`src/rtl/reg_file_pkg.sv`:
```
// Shared register-file defaults used by the register file, ALU and CPU top.
// No logic: parameters and a depth helper only.
// Not applicable (no handshake).
package reg_file_pkg;

  localparam int unsigned DATA_WIDTH_DEF = 8;
  localparam int unsigned ADDR_WIDTH_DEF = 3;
  localparam int unsigned RD_DELAY_DEF   = 2;
  localparam int unsigned WR_DELAY_DEF   = 2;

  // Number of registers addressed by an address of the given width.
  function automatic int unsigned depth(input int unsigned addr_width);
    return 32'd1 << addr_width;
  endfunction

endpackage

```
`src/rtl/reg_file_rdport.sv`:
```
// One read port: address decode, optional write bypass, optional hardwired-zero register 0.
// Latency: purely combinational from address, storage and write-port inputs.
// No backpressure: data and valid are always presented.
module reg_file_rdport
  import reg_file_pkg::*;
#(
  parameter int unsigned DATA_WIDTH = DATA_WIDTH_DEF,
  parameter int unsigned ADDR_WIDTH = ADDR_WIDTH_DEF,
  parameter bit          ZERO_REG0  = 1'b0,
  parameter bit          BYPASS     = 1'b0
) (
  input  logic [ADDR_WIDTH-1:0]  i_addr,
  input  logic [DATA_WIDTH-1:0]  i_mem [depth(ADDR_WIDTH)],
  input  logic [depth(ADDR_WIDTH)-1:0] i_vld,
  input  logic                   i_rst,
  input  logic                   i_we0,
  input  logic [ADDR_WIDTH-1:0]  i_wa0,
  input  logic [DATA_WIDTH-1:0]  i_wd0,
  input  logic                   i_we1,
  input  logic [ADDR_WIDTH-1:0]  i_wa1,
  input  logic [DATA_WIDTH-1:0]  i_wd1,
  output logic [DATA_WIDTH-1:0]  o_dat,
  output logic                   o_vld
);

  logic w_hit0;
  logic w_hit1;
  logic w_is_zero;

  // A write only forwards when it will actually land at the coming edge, so reset blocks it.
  assign w_hit0    = i_we0 && !i_rst && (i_wa0 == i_addr);
  assign w_hit1    = i_we1 && !i_rst && (i_wa1 == i_addr);
  assign w_is_zero = (i_addr == '0);

  // Select stored entry, then forwarded write (port 1 last so it wins), then the zero override.
  always_comb begin
    o_dat = i_mem[i_addr];
    o_vld = i_vld[i_addr];
    if (BYPASS) begin
      if (w_hit0) begin
        o_dat = i_wd0;
        o_vld = 1'b1;
      end
      if (w_hit1) begin
        o_dat = i_wd1;
        o_vld = 1'b1;
      end
    end
    if (ZERO_REG0 && w_is_zero) begin
      o_dat = '0;
      o_vld = 1'b1;
    end
  end

endmodule

```
`src/rtl/reg_file_mp.sv`:
```
// Two-write, two-read register file with per-register valid scoreboard.
// Latency: writes land on the rising edge; reads are combinational (optionally bypassed).
// No backpressure: every write is accepted, every read is answered in the same cycle.
module reg_file_mp
  import reg_file_pkg::*;
#(
  parameter int unsigned DATA_WIDTH = DATA_WIDTH_DEF,
  parameter int unsigned ADDR_WIDTH = ADDR_WIDTH_DEF,
  parameter bit          ZERO_REG0  = 1'b0,
  parameter bit          BYPASS     = 1'b0,
  parameter int unsigned RD_DELAY   = RD_DELAY_DEF,
  parameter int unsigned WR_DELAY   = WR_DELAY_DEF
) (
  input  logic                          CLK,
  input  logic                          RESET,
  input  logic                          WRITE0,
  input  logic [ADDR_WIDTH-1:0]         INADDRESS0,
  input  logic [DATA_WIDTH-1:0]         IN0,
  input  logic                          WRITE1,
  input  logic [ADDR_WIDTH-1:0]         INADDRESS1,
  input  logic [DATA_WIDTH-1:0]         IN1,
  input  logic [ADDR_WIDTH-1:0]         OUT1ADDRESS,
  input  logic [ADDR_WIDTH-1:0]         OUT2ADDRESS,
  output logic [DATA_WIDTH-1:0]         OUT1,
  output logic [DATA_WIDTH-1:0]         OUT2,
  output logic                          OUT1VALID,
  output logic                          OUT2VALID,
  output logic [depth(ADDR_WIDTH)-1:0]  VALIDMASK
);

  localparam int unsigned DEPTH = depth(ADDR_WIDTH);

  // RD_DELAY/WR_DELAY only shape the behavioural timing model; this
  // implementation settles within the cycle, which meets any non-negative delay.
  if (RD_DELAY > 1000 || WR_DELAY > 1000) begin : g_delay_range
    $error("reg_file_mp: RD_DELAY/WR_DELAY unreasonably large");
  end

  logic [DATA_WIDTH-1:0] r_mem [DEPTH];
  logic [DEPTH-1:0]      r_vld;
  logic                  w_wr0;
  logic                  w_wr1;

  // Register 0 is read-only when hardwired to zero; drop such writes before they reach storage.
  assign w_wr0 = WRITE0 && !(ZERO_REG0 && (INADDRESS0 == '0));
  assign w_wr1 = WRITE1 && !(ZERO_REG0 && (INADDRESS1 == '0));

  // Storage and valid update; reset beats writes, and port 1 is applied last so it wins a conflict.
  always_ff @(posedge CLK) begin
    if (RESET) begin
      for (int i = 0; i < DEPTH; i++) begin
        r_mem[i] <= '0;
      end
      r_vld <= {{(DEPTH-1){1'b0}}, ZERO_REG0};
    end else begin
      if (w_wr0) begin
        r_mem[INADDRESS0] <= IN0;
        r_vld[INADDRESS0] <= 1'b1;
      end
      if (w_wr1) begin
        r_mem[INADDRESS1] <= IN1;
        r_vld[INADDRESS1] <= 1'b1;
      end
    end
  end

  assign VALIDMASK = r_vld;

  reg_file_rdport #(
    .DATA_WIDTH (DATA_WIDTH),
    .ADDR_WIDTH (ADDR_WIDTH),
    .ZERO_REG0  (ZERO_REG0),
    .BYPASS     (BYPASS)
  ) u_rd1 (
    .i_addr (OUT1ADDRESS),
    .i_mem  (r_mem),
    .i_vld  (r_vld),
    .i_rst  (RESET),
    .i_we0  (WRITE0),
    .i_wa0  (INADDRESS0),
    .i_wd0  (IN0),
    .i_we1  (WRITE1),
    .i_wa1  (INADDRESS1),
    .i_wd1  (IN1),
    .o_dat  (OUT1),
    .o_vld  (OUT1VALID)
  );

  reg_file_rdport #(
    .DATA_WIDTH (DATA_WIDTH),
    .ADDR_WIDTH (ADDR_WIDTH),
    .ZERO_REG0  (ZERO_REG0),
    .BYPASS     (BYPASS)
  ) u_rd2 (
    .i_addr (OUT2ADDRESS),
    .i_mem  (r_mem),
    .i_vld  (r_vld),
    .i_rst  (RESET),
    .i_we0  (WRITE0),
    .i_wa0  (INADDRESS0),
    .i_wd0  (IN0),
    .i_we1  (WRITE1),
    .i_wa1  (INADDRESS1),
    .i_wd1  (IN1),
    .o_dat  (OUT2),
    .o_vld  (OUT2VALID)
  );

endmodule

```
`config.mk`:
```
export PLATFORM = sky130hd
export DESIGN_NAME = reg_file_mp
export DESIGN_NICKNAME = d
export VERILOG_FILES = /design/src/rtl/reg_file_pkg.sv /design/src/rtl/reg_file_rdport.sv /design/src/rtl/reg_file_mp.sv
export SDC_FILE = /design/constraint.sdc
export NUM_CORES = 1
export LEC_CHECK = 0
export CORE_UTILIZATION = 44
export CTS_CLUSTER_SIZE = 30
export DETAILED_ROUTE_END_ITERATION = 12
export PLACE_DENSITY = 0.67
export REMOVE_ABC_BUFFERS = 1
export SETUP_SLACK_MARGIN = 0.4
export SLEW_MARGIN = 20
export SYNTH_ARGS = -nofsm -noshare
export SYNTH_HDL_FRONTEND = slang
export SYNTH_SLANG_ARGS = --single-unit
export TNS_END_PERCENT = 50
```
`constraint.sdc`:
```
create_clock -name CLK -period 1.8 [get_ports CLK]
set_input_delay 0.18 -clock CLK [delete_from_list [all_inputs] [get_ports CLK]]
set_output_delay 0.18 -clock CLK [all_outputs]
set_load 0.03 [all_outputs]
```
==> reports/results.tsv <==
metric	value	unit
status	finished clean	
Max-Cap Viols	0	
PwrDens	668.5	mW/mm2
Rows	36	
CP delay by family, top	multiplexers	
Data required, critical path	1.62	ns
Seq/Total Area, Yosys	32.74	%
Top FF cell, synth	dfxtp_1	
number of buffers and inverters on the critical path	1	
Slew Viols, Final	0	
CP cell instances	mux4_2, mux2_4, buf_6	
grt ovf	0	
Crit-path slowest cell	mux4_2	
Max Clk Rate	564.4	MHz
Clock Sinks	72	
Hold WC Path Type	in2reg	
overall power	0.003971	W
fillers	805	
Worst Skew	0	ns
static leakage	2.231	nW
htree depth	3	
ys async rst share	0	%
Critical Path Fanout Max	3	
Hold Vio Cnt, Final	0	
Crit Path Category	reg2out	
commonest cells after routing, fill and taps aside	nand2_1 (80), nor2_1 (70), buf_4 (56), dfxtp_1 (46), mux4_2 (36)	
setup_tns	0	ns
layout cells sized above 1	38.57	%
Die Y	102.0	um
Synth top area share	32.74	%
I/O pin count	58	
first-pass GRT wire length	21.43	mm
final WL	14.45	mm
element type at the critical path end	output pin	
Bufs on Longest Clock Path	2	
largest net degree at the start of global routing	73	
Yosys cell types	28	
Die X	102.0	um
antenna-violating nets left	0	
nets	574	
number of remaining DRC errors	0	
Worst-Margin Slew	0.3702	ns
DP HPWL	8.875	mm
placed cell count	650	
Avg Inst Size Synth	9.635	um2
number of DRC markers in iteration 0	368	
die area	0.01041	mm2
First-pass DRT Iterations	6	
Total GRT Usage	27.95	%
Initial Util	45.25	%
clock root cell	clkbuf_8	
Seq cells post-synth	72	
Peak VDD IR	0.4205	mV
Antenna diodes	0	
worst skew pair latency	0.35	ns
Post-Syn Area	0.004403	mm2
vias in the first global route	3833	
Synth area leaders	dfxtp_1 (33%), mux4_2 (18%), nand2_1 (6.8%)	
RSZ-0062 raised after global routing	true	
Post-Syn Instances	457	
Worst Path Arrival	1.59	ns
Via-to-Cell Ratio	6.182	
Worst-path clk slew	0.08	ns
I/O Buffers	57	
crit path time final	1.772	ns
core area	0.009729	mm2
initial antenna violation count	0	
endpoints failing setup	0	
commonest non-fill, non-tap cell in the layout	nand2_1	
WL per Instance	21.25	um
area leader, netlist	dfxtp_1	
Layout Cells excl Fill	680	
max incr delay on CP	0.47	ns
Vias	4204	
CTS tree	done	
Rel. slew slack	75.32	%
EDFF count, synth	0	
Tcrit/Tclk final	98.44	%
Inserted Clock Buffers	9	
Synth Warn #	0	
CP startpoint kind	flop	
synth-to-layout area growth	34.90	%
routability congestion estimate from global placement	0.8573	
flip-flops by register name (all words and copies together), names as in the netlist:
signal / flops
VALIDMASK: 8
r_mem: 64
synthesized netlist by cell type (8+ instances only):
cell	number
dfxtp_1	72
nand2_1	80
nor2_1	70
clkbuf_1	27
a211oi_1	24
mux2_2	18
a311oi_2	8
buf_2	13
buf_1	9
a311oi_1	32
mux4_2	36
mux2i_1	24
metal layers:
| layer | vias to the layer above | routed length [um] | GRT usage (%) |
|---|---|---|---|
| met4 | 0 | 365 | 11.65 |
| met2 | 204 | 6862 | 43.57 |
| met3 | 30 | 976 | 2.941 |
| li1 | 1872 | - | - |
| met5 | - | 0 | 0 |
| met1 | 2098 | 6249 | 39.59 |
metrics by stage:
stage	hold WS [ns]	area [um2]	util [%]	worst slack [ns]
floorplan	0.2479	4106	-	0.3819
global placement	0.4789	5391	55.41	-0.6644
detailed placement	0.4834	5391	55.41	-0.6902
CTS	0.3153	5842	60.04	0.02682
global route	0.3376	5939	61.05	0.001822
finish	0.3365	5939	61.05	0.02806
tightest hold or removal path, stage by stage:
cell	delay, ns
buf_2	0.11
buf_12	0.20
nor2_1	0.13
worst paths after layout:
check                            endpoint                 start  slack, ns  depth (start not counted)
setup / recovery                  OUT2[1]  r_mem[33]$_SDFF_PP0_       0.03                          3
hold / removal    VALIDMASK[2]$_SDFF_PP0_                 RESET       0.34                          3
hold reg to reg       r_mem[2]$_SDFF_PP0_   r_mem[2]$_SDFF_PP0_       0.49                          2
setup reg to reg      r_mem[1]$_SDFF_PP0_   r_mem[1]$_SDFF_PP0_       0.93                          3
repair_timing:
action,in CTS,in global routing
buffers inserted,5,3
endpoints found under the setup margin,64,82
hold buffers,0,0
resized for setup,172,20
pin swaps,3,6
gates cloned,4,2
final cells by class:
| cell class | count | area, um2 | share of cell area, % |
|---|---|---|---|
| Tap cell | 133 | 166.4 | 2.802 |
| Clock buffer | 11 | 141.4 | 2.380 |
| Inverter | 2 | 7.507 | 0.1264 |
| Clock inverter | 5 | 56.30 | 0.9480 |
| Multi-Input combinational cell | 323 | 2776 | 46.75 |
| Timing Repair Buffer | 134 | 1318 | 22.18 |
| Sequential cell | 72 | 1474 | 24.82 |
report_power, final:
part	internal (W)	switching, W	total, W	leakage [nW]
Sequential	0.00168	0.0000631	0.00174	0.599
Clock	0.000676	0.000633	0.00131	0.0993
Combinational	0.000470	0.000448	0.000918	1.53
Total	0.00283	0.00114	0.00397	2.23
kinds of logic after synthesis:
kind of cell	Yosys count	synth area share (%)
multiplexers	78	28.47
flip-flops	72	32.74
buffers and inverters	64	6.905
AO/OA/AOI/OAI	69	13.81
AND/OR/NAND/NOR	174	18.07
No activity file was read; power rests on OpenSTA's default activity.
